<file path="src/rtl/xu0_bprm_seq.sv">
// bpermd sequencer for the XU0 pipe: feeds LANES single-bit permute selectors per cycle,
// gathers their outputs into the 8-bit result and returns it over a valid/ready handshake.

module xu0_bprm (
  input  logic [0:7]  sel,
  input  logic [0:63] rb,
  output logic        res
);
  // Selectors of 64 or more pick nothing.
  assign res = (sel[0:1] == 2'b00) ? rb[sel[2:7]] : 1'b0;
endmodule

module xu0_bprm_seq #(
  parameter int unsigned LANES = 2
) (
  input  logic        clk,
  input  logic        rst_n,
  input  logic        flush,
  input  logic        in_val,
  output logic        in_rdy,
  input  logic [0:63] in_rs,
  input  logic [0:63] in_rb,
  input  logic [0:6]  in_itag,
  output logic        out_val,
  input  logic        out_rdy,
  output logic [0:63] out_rt,
  output logic [0:6]  out_itag
);
  localparam int unsigned Steps = 8 / LANES;
  localparam int unsigned CntW  = (Steps > 1) ? $clog2(Steps) : 1;
  localparam logic [CntW-1:0] CntLast = CntW'(Steps - 1);

  typedef enum logic [1:0] {StIdle, StBusy, StDone} state_e;

  state_e          state_q;
  logic [CntW-1:0] cnt_q;
  logic [0:63]     rs_q;
  logic [0:63]     rb_q;
  logic [0:6]      itag_q;
  logic [0:7]      acc_q;
  logic            out_val_q;

  logic [LANES-1:0] lane_res;
  logic [2:0]       lane_idx [LANES];

  for (genvar k = 0; k < LANES; k++) begin : g_lane
    assign lane_idx[k] = 3'(int'(cnt_q) * LANES + k);
    xu0_bprm u_bprm (
      .sel (rs_q[{lane_idx[k], 3'b000} +: 8]),
      .rb  (rb_q),
      .res (lane_res[k])
    );
  end

  always_ff @(posedge clk or negedge rst_n) begin
    if (!rst_n) begin
      state_q   <= StIdle;
      cnt_q     <= '0;
      rs_q      <= '0;
      rb_q      <= '0;
      itag_q    <= '0;
      acc_q     <= '0;
      out_val_q <= 1'b0;
    end else if (flush) begin
      state_q   <= StIdle;
      cnt_q     <= '0;
      acc_q     <= '0;
      out_val_q <= 1'b0;
    end else begin
      unique case (state_q)
        StIdle: begin
          if (in_val) begin
            rs_q    <= in_rs;
            rb_q    <= in_rb;
            itag_q  <= in_itag;
            acc_q   <= '0;
            cnt_q   <= '0;
            state_q <= StBusy;
          end
        end
        StBusy: begin
          for (int k = 0; k < LANES; k++) begin
            acc_q[lane_idx[k]] <= lane_res[k];
          end
          // Hold cnt on the last group so it never wraps.
          if (cnt_q == CntLast) begin
            state_q   <= StDone;
            out_val_q <= 1'b1;
          end else begin
            cnt_q <= cnt_q + 1'b1;
          end
        end
        StDone: begin
          if (out_rdy) begin
            state_q   <= StIdle;
            out_val_q <= 1'b0;
          end
        end
        default: state_q <= StIdle;
      endcase
    end
  end

  assign in_rdy   = (state_q == StIdle);
  assign out_val  = out_val_q;
  assign out_rt   = {56'b0, acc_q};
  assign out_itag = itag_q;

endmodule

</file>
<file path="config.mk">
export PLATFORM = sky130hd
export DESIGN_NAME = xu0_bprm_seq
export DESIGN_NICKNAME = d
export VERILOG_FILES = /design/src/rtl/xu0_bprm_seq.sv
export SDC_FILE = /design/constraint.sdc
export NUM_CORES = 1
export LEC_CHECK = 0
export CAP_MARGIN = 10
export CORE_ASPECT_RATIO = 1.25
export CORE_UTILIZATION = 30
export CTS_CLUSTER_DIAMETER = 100
export DETAILED_ROUTE_END_ITERATION = 12
export MAX_ROUTING_LAYER = met4
export PLACE_DENSITY = 0.54
export SYNTH_ARGS = -nofsm -noshare
export SYNTH_HDL_FRONTEND = slang
export SYNTH_SLANG_ARGS = --single-unit
</file>
<file path="constraint.sdc">
create_clock -name clk -period 2.8 [get_ports clk]
set_clock_uncertainty 0.05 [all_clocks]
set_input_delay 0.56 -clock clk [delete_from_list [all_inputs] [get_ports clk]]
set_output_delay 0.56 -clock clk [all_outputs]
set_load 0.01 [all_outputs]
</file>
==> results of run 1 <==
## registers in the layout, indices dropped and copies added (netlist names)
name / count
acc_q: 8
cnt_q: 2
out_itag: 7
out_val: 1
rb_q: 64
rs_q: 64
state_q: 2
## worst paths after layout
kind | start | end
setup / recovery | cnt_q[1] | acc_q[4]
hold / removal | rst_n | out_itag[1]
setup reg to reg | cnt_q[1] | acc_q[4]
hold reg to reg | rs_q[18] | rs_q[18]
max in group asynchronous | rst_n | cnt_q[0]
min in group clk | rs_q[18] | rs_q[18]
## report_power, final
part / switching [W] / leakage [nW] / total [W] / internal, W
registers: 0.000375 / 1.76 / 0.00296 / 0.00258
logic: 0.000947 / 2.20 / 0.00217 / 0.00122
clock network: 0.000949 / 0.292 / 0.00233 / 0.00138
total: 0.00227 / 4.25 / 0.00745 / 0.00518
## cell families after synthesis
family | Yosys count
AO/OA/AOI/OAI | 60
adder cells (fa/ha/maj) | 4
buffers and inverters | 97
flip-flops | 148
multiplexers | 207
other | 1
AND/OR/NAND/NOR | 93
## through the flow
step | cell area [sq um] | setup slack, ns | total power (W)
6_report | 10300 | 0.0997 | 0.00745
4_1_cts | 10200 | 0.00890 | 0.00747
2_1_floorplan | 7960 | 0.408 | 0.00438
5_1_grt | 10300 | 0.0275 | 0.00783
3_3_place_gp | 9590 | 0.0350 | 0.00508
3_5_place_dp | 9590 | 0.0195 | 0.00510
## worst max-delay path, delay by kind of cell (launching register included)
kind | cells | cell delay [ns]
compound gates | 2 | 0.42
buf+inv | 1 | 0.28
flops | 1 | 0.55
mux | 3 | 1.26
## cells in the final DEF, fill, tap and decap left out, types with 6 or more instances in the layout
cell / synthesis / final
sky130_fd_sc_hd__nor2_1: 16 / 16
sky130_fd_sc_hd__a22oi_1: 6 / 6
sky130_fd_sc_hd__nand3_1: 8 / 8
sky130_fd_sc_hd__buf_12: 1 / 6
sky130_fd_sc_hd__buf_4: 56 / 27
sky130_fd_sc_hd__conb_1: 1 / 56
sky130_fd_sc_hd__mux2_2: 147 / 147
sky130_fd_sc_hd__o21ai_0: 11 / 11
sky130_fd_sc_hd__nor2b_1: 6 / 6
sky130_fd_sc_hd__mux2i_1: 43 / 43
sky130_fd_sc_hd__o31ai_1: 9 / 9
sky130_fd_sc_hd__a21oi_1: 7 / 6
sky130_fd_sc_hd__nand2_1: 36 / 36
sky130_fd_sc_hd__dfrtp_1: 148 / 146
sky130_fd_sc_hd__clkbuf_16: 0 / 17
sky130_fd_sc_hd__nand2b_1: 7 / 7
sky130_fd_sc_hd__clkdlybuf4s50_1: 0 / 155
sky130_fd_sc_hd__mux4_2: 14 / 15
## cell type report
type	instances	area share
clock inverters	12	0.0139
inverters	6	0.00219
flip-flops and latches	148	0.360
multi-input cells	422	0.355
clock buffers	20	0.0444
diodes	1	0.000243
well taps	335	0.0407
repair buffers	189	0.183
## timing repair
action	in CTS	in global routing
gates resized for setup	0	4
endpoints found under the setup margin	1	8
setup buffers	2	3
gates cloned	0	2
## synthesized netlist by cell type (2+ instances only)
library cell | number | area (sq um)
sky130_fd_sc_hd__a211oi_1 | 2 | 15.0
sky130_fd_sc_hd__a21oi_1 | 7 | 35.0
sky130_fd_sc_hd__a22oi_1 | 6 | 45.0
sky130_fd_sc_hd__a31oi_1 | 2 | 12.5
sky130_fd_sc_hd__and2_1 | 2 | 12.5
sky130_fd_sc_hd__and2b_1 | 2 | 15.0
sky130_fd_sc_hd__buf_2 | 10 | 50.1
sky130_fd_sc_hd__buf_4 | 56 | 420
sky130_fd_sc_hd__buf_6 | 7 | 78.8
sky130_fd_sc_hd__clkbuf_1 | 15 | 56.3
sky130_fd_sc_hd__dfrtp_1 | 148 | 3700
sky130_fd_sc_hd__ha_1 | 4 | 50.1
sky130_fd_sc_hd__inv_1 | 5 | 18.8
sky130_fd_sc_hd__mux2_2 | 147 | 1660
sky130_fd_sc_hd__mux2i_1 | 43 | 430
sky130_fd_sc_hd__mux4_1 | 2 | 52.6
sky130_fd_sc_hd__mux4_2 | 14 | 315
sky130_fd_sc_hd__nand2_1 | 36 | 135
sky130_fd_sc_hd__nand2b_1 | 7 | 43.8
sky130_fd_sc_hd__nand3_1 | 8 | 40.0
sky130_fd_sc_hd__nand3b_1 | 2 | 15.0
sky130_fd_sc_hd__nand4_1 | 3 | 18.8
sky130_fd_sc_hd__nor2_1 | 16 | 60.1
sky130_fd_sc_hd__nor2b_1 | 6 | 37.5
sky130_fd_sc_hd__nor3_1 | 5 | 25.0
sky130_fd_sc_hd__o2111ai_1 | 5 | 43.8
sky130_fd_sc_hd__o211ai_1 | 3 | 22.5
sky130_fd_sc_hd__o21ai_0 | 11 | 55.1
sky130_fd_sc_hd__o21ai_1 | 3 | 15.0
sky130_fd_sc_hd__o22ai_1 | 2 | 12.5
sky130_fd_sc_hd__o311ai_0 | 2 | 17.5
sky130_fd_sc_hd__o31ai_1 | 9 | 67.6
sky130_fd_sc_hd__or3_1 | 2 | 12.5
## metal layers
metal | global-route usage | vias up | part of all wire
li1 | - | 2466 | -
met1 | 0.176 | 2607 | 0.40
met2 | 0.269 | 209 | 0.51
met3 | 0.0508 | 19 | 0.076
met4 | 0.0497 | 0 | 0.015
met5 | - | - | 0
==> impl_metrics.ini, run 1 <==
[floorplan]
floorplan.die.height_um = 182
fp.dieArea_sq_um = 26500
floorplan.initialDensity = 0.307
rows = 65
io_pins = 213
core_region_area_sq_um = 25300
die_w_um = 146

[placed_design]
dp.cells = 1093
gp_routability_congestion = 0.841
port-buffer-count = 156
dp.final_hpwl_mm = 15.5

[global_route]
largest_net_degree_at_the_start_of_global_routing = 58
grt_antenna_before_repair = 1
grt_pass1_vias = 5404
globalRouteOverflowTotal = 0
grt_pass1_wl_mm = 30.6
global_route_usage_over_all_layers = 0.158

[timing]
max_freq_mhz = 370
finalSetupViolCount = 0
drv_slew = 0
tightestPinTransition_ns = 0.599
final.period_utilization = 0.964
totalNegativeSetupSlack_ns = 0
worst_hold_margin_ns = 0.0278
timing.max_slew.rel_slack = 0.596
fin_crit_ns = 2.70
timing.final.hold_violations = 0
grt_setup_unrepaired = false

[final_layout]
drive_gt1_frac = 0.295
layout.core_utilization = 0.407
finish.cell_count_without_fillers = 1133
multiInputGateArea_sq_um = 3650
synthesis_to_layout_area_growth_pct = 32.6
finalNetCount = 928
register_area_sq_um = 3710
nFillCells = 2449

[logic_synthesis]
synth_compound_gate_area_share = 0.0535
postSynth.topFlopCell = sky130_fd_sc_hd__dfrtp_1
syn_area_sq_um = 7760
syn-instance-count = 610
main_combinational_cell_family_by_area_after_synthesis = multiplexers
synth.yosys.seq_area_share = 0.477
post_synth_and_or_nand_nor_area_fraction = 0.0579
yosys.area_share.adder = 0.00645
synth_mux_area_frac = 0.318
ys_seq_elements = 148
synth-warning-count = 0
yosysUniqueCellTypes = 51
synth_xor_xnor_area_share = 0
syn_area_per_cell_sq_um = 12.7
async_set_or_reset_register_ratio_after_synthesis = 1.00
synth-edff-count = 0

[worst_setup_path]
worstSetupPathType = flip-flop to flip-flop
critical_path_peak_fanout = 16
slowest_delay_ns = 0.61
timing.critical_path.arrival_ns = 2.94
worstPathCellList = mux4_2 -> buf_4 -> mux4_1 -> mux2_2 -> a21oi_2 -> o31ai_1
crit_path_end_kind = flip-flop
reg2reg_setup_slack_ns = 0.1
crit_slowest_cell = sky130_fd_sc_hd__mux4_1
worstPathRequired_ns = 3.04
worst_r2r_path_depth = 6
cp-start-kind = flip-flop

[cts]
ctsLongestPathBuffers = 2
cts_tree = yes
worstSkewPairLatency_ns = 0.43
cts.sink_count = 148
post_cts_hold_buffer_count = 0
clk_root_buffer_cell = sky130_fd_sc_hd__clkbuf_16
clkTransAtPathRegs_ns = 0.07
cts-htree-levels = 4
cts_buffers = 17

[route]
drt-total-wl_mm = 20.2
route.detailed.vias_per_inst = 4.68
drtAntennaViolNets = 0
drc = 0
vias = 5301
detail_route.iter0.violations = 202
post_drt_wl_per_cell_um = 17.9
drt_pass1_iterations = 4

[pwr]
leakagePower_nw = 4.25
powerDensity_nw_per_um2 = 724
vdd_drop_max_v = 0.000449

[run_status]
result_of_the_run = completed

[flow_run]
cap_viol_max_count = 0

[hold_path]
min_path_type = primary input to asynchronous set/reset pin
(Power assumes the default switching activity.)
==> inputs of run 2 (changes only) <==
--- a/config.mk
+++ b/config.mk
@@ -7,11 +7,12 @@
 export LEC_CHECK = 0
 export CAP_MARGIN = 10
 export CORE_ASPECT_RATIO = 1.25
+export CORE_MARGIN = 1
 export CORE_UTILIZATION = 30
 export CTS_CLUSTER_DIAMETER = 100
 export DETAILED_ROUTE_END_ITERATION = 12
 export MAX_ROUTING_LAYER = met4
-export PLACE_DENSITY = 0.54
+export PLACE_DENSITY = 0.56
 export SYNTH_ARGS = -nofsm -noshare
 export SYNTH_HDL_FRONTEND = slang
 export SYNTH_SLANG_ARGS = --single-unit
==> constraint.sdc (replaced) <==
create_clock -name clk -period 2.35 [get_ports clk]
set_clock_uncertainty 0.05 [all_clocks]
set_input_delay 0.47 -clock clk [delete_from_list [all_inputs] [get_ports clk]]
set_output_delay 0.47 -clock clk [all_outputs]
set_load 0.01 [all_outputs]
==> run 2 against run 1 <==
Effect of this change:
- the flow now finishes with violations (setup timing)
- clock power grew 15%
- total power grew 24%
- first-iteration DRC count shrank 30%
- sequential cell count is the same
- critical path depth grew 1
- count of clock-buffer cells in the layout is the same
- largest power group unchanged
==> impl_metrics.ini, run 2 (synthesis gave the netlist of run 1 again) <==
[run_status]
result_of_the_run = finished with violations
violated_checks = setup timing

[pwr]
powerDensity_nw_per_um2 = 861
switchingPower_w = 0.00288
clock_power_share = 0.289
vdd_drop_max_v = 0.000572
leakagePower_nw = 4.45
share_of_power_burned_in_combinational_logic = 0.332
sequentialPowerShare = 0.379
power.switching_fraction = 0.311
cellInternalPower_w = 0.00637

[global_route]
global_route_usage_over_all_layers = 0.169
grt_pass1_vias = 5937
grt_antenna_before_repair = 0
globalRouteOverflowTotal = 0
grt_pass1_wl_mm = 32.8
largest_net_degree_at_the_start_of_global_routing = 52

[final_layout]
antenna_cells_inserted = 0
drive_gt1_frac = 0.358
final_cell_mix = sky130_fd_sc_hd__clkdlybuf4s50_1, sky130_fd_sc_hd__mux2_2, sky130_fd_sc_hd__dfrtp_1, sky130_fd_sc_hd__conb_1, sky130_fd_sc_hd__buf_4
layout.core_utilization = 0.425
final_common_cell = sky130_fd_sc_hd__clkdlybuf4s50_1
largest_registers = rb_q (64), rs_q (64), acc_q (8)
finish.cell_count_without_fillers = 1160
finalNetCount = 956
synthesis_to_layout_area_growth_pct = 38.5

[cts]
cts_buffers = 17
clkTransAtPathRegs_ns = 0.06
worstSkewPairLatency_ns = 0.43
ctsLongestPathBuffers = 2
clk_root_buffer_cell = sky130_fd_sc_hd__clkbuf_16
cts-htree-levels = 4
cts.sink_count = 148
cts_tree = yes

[worst_setup_path]
worst_r2r_path_depth = 7
timing.critical_path.arrival_ns = 2.81
crit_path_end_kind = flip-flop
worstPathRequired_ns = 2.60
critical_path_peak_fanout = 8
cp-start-kind = flip-flop
worstPathCellList = buf_6 -> mux4_2 -> buf_6 -> mux4_1 -> mux2_2 -> a21oi_4 -> o31ai_1
crit_slowest_cell = sky130_fd_sc_hd__mux4_2
worstSetupPathType = flip-flop to flip-flop
crit_path_frequent_cell = sky130_fd_sc_hd__buf_6
slowest_delay_ns = 0.62
reg2reg_setup_slack_ns = -0.22

[timing]
drv_slew = 0
totalNegativeSetupSlack_ns = -1.62
final.period_utilization = 1.09
tightestPinTransition_ns = 0.603
postLayoutSetupSlackWorst_ns = -0.219
timing.max_slew.rel_slack = 0.595
timing.final.hold_violations = 0
grt_setup_unrepaired = true
fin_crit_ns = 2.57
finalSetupViolCount = 8
max_freq_mhz = 389

[floorplan]
die_w_um = 146
core_region_area_sq_um = 25300
floorplan.initialDensity = 0.307
fp.dieArea_sq_um = 26500
rows = 65
floorplan.die.height_um = 182
io_pins = 213

[hold_path]
min_path_type = flip-flop to flip-flop
hold_path_depth = 1

[placed_design]
gp_routability_congestion = 0.824
port-buffer-count = 156
dp.cells = 1115
preCtsSetupSlack_ns = -0.383
dp.final_hpwl_mm = 15.1

[route]
drt_pass1_iterations = 4
post_drt_wl_per_cell_um = 17.7
drtAntennaViolNets = 0
route.detailed.vias_per_inst = 4.68
drc = 0
vias = 5425
detail_route.iter0.violations = 142
drt-total-wl_mm = 20.6

[flow_run]
cap_viol_max_count = 0
==> run 2: final timing paths <==
check	from	to
setup / recovery	cnt_q[0]	acc_q[4]
hold / removal	rs_q[40]	rs_q[40]
setup reg to reg	cnt_q[0]	acc_q[4]
hold reg to reg	rs_q[40]	rs_q[40]
max in group asynchronous	rst_n	rb_q[45]
min in group asynchronous	rst_n	rs_q[39]
==> run 2: per-stage QoR <==
step | cell area (sq um) | total power [W] | hold WS [ns]
after floorplan | 7960 | 0.00522 | 0.124
after global placement | 9770 | 0.00620 | 0.385
after detailed placement | 9770 | 0.00624 | 0.387
after CTS | 10700 | 0.00932 | 0.455
after global routing | 10700 | 0.00976 | 0.475
final | 10700 | 0.00925 | 0.450
==> run 2: worst max-delay path: cells and delay by family, from the launching register on <==
family | cells | cell delay [ns]
compound gates | 2 | 0.30
buf+inv | 2 | 0.31
flops | 1 | 0.42
mux | 3 | 1.36
==> run 2: timing repair <==
item                                    in CTS  in global routing
resized for setup                           38                 18
endpoints found under the hold margin       42                  0
pin swaps                                    9                 18
buffers inserted                            11                  1
hold buffers                                 1                  0
cloned                                       4                  0
endpoints found under the setup margin       8                  8
==> run 2: layout make-up <==
type                       count  area [sq um]
fill                        2442         14500
multi-input combinational    423          3850
sequential                   148          3710
timing repair buffer         216          2160
clock buffer                  20           467
tap                          335           419
clock inverter                12           119
inverter                       6          22.5
==> run 2: metal layers <==
| layer | vias up | share of wire | GRT usage |
|---|---|---|---|
| li1 | 2528 | - | - |
| met1 | 2674 | 0.41 | 0.194 |
| met2 | 193 | 0.50 | 0.276 |
| met3 | 30 | 0.069 | 0.0495 |
| met4 | 0 | 0.022 | 0.0653 |
| met5 | - | 0 | - |
==> run 2: power groups by stage <==
| stage | Combinational (W) | Sequential (W) | Clock [W] |
|---|---|---|---|
| 6_report | 0.00307 | 0.00350 | 0.00267 |
| 5_1_grt | 0.00333 | 0.00358 | 0.00285 |
| 4_1_cts | 0.00305 | 0.00352 | 0.00275 |
| 3_5_place_dp | 0.00272 | 0.00352 | 0 |
| 3_3_place_gp | 0.00268 | 0.00352 | 0 |
| 2_1_floorplan | 0.00187 | 0.00335 | 0 |
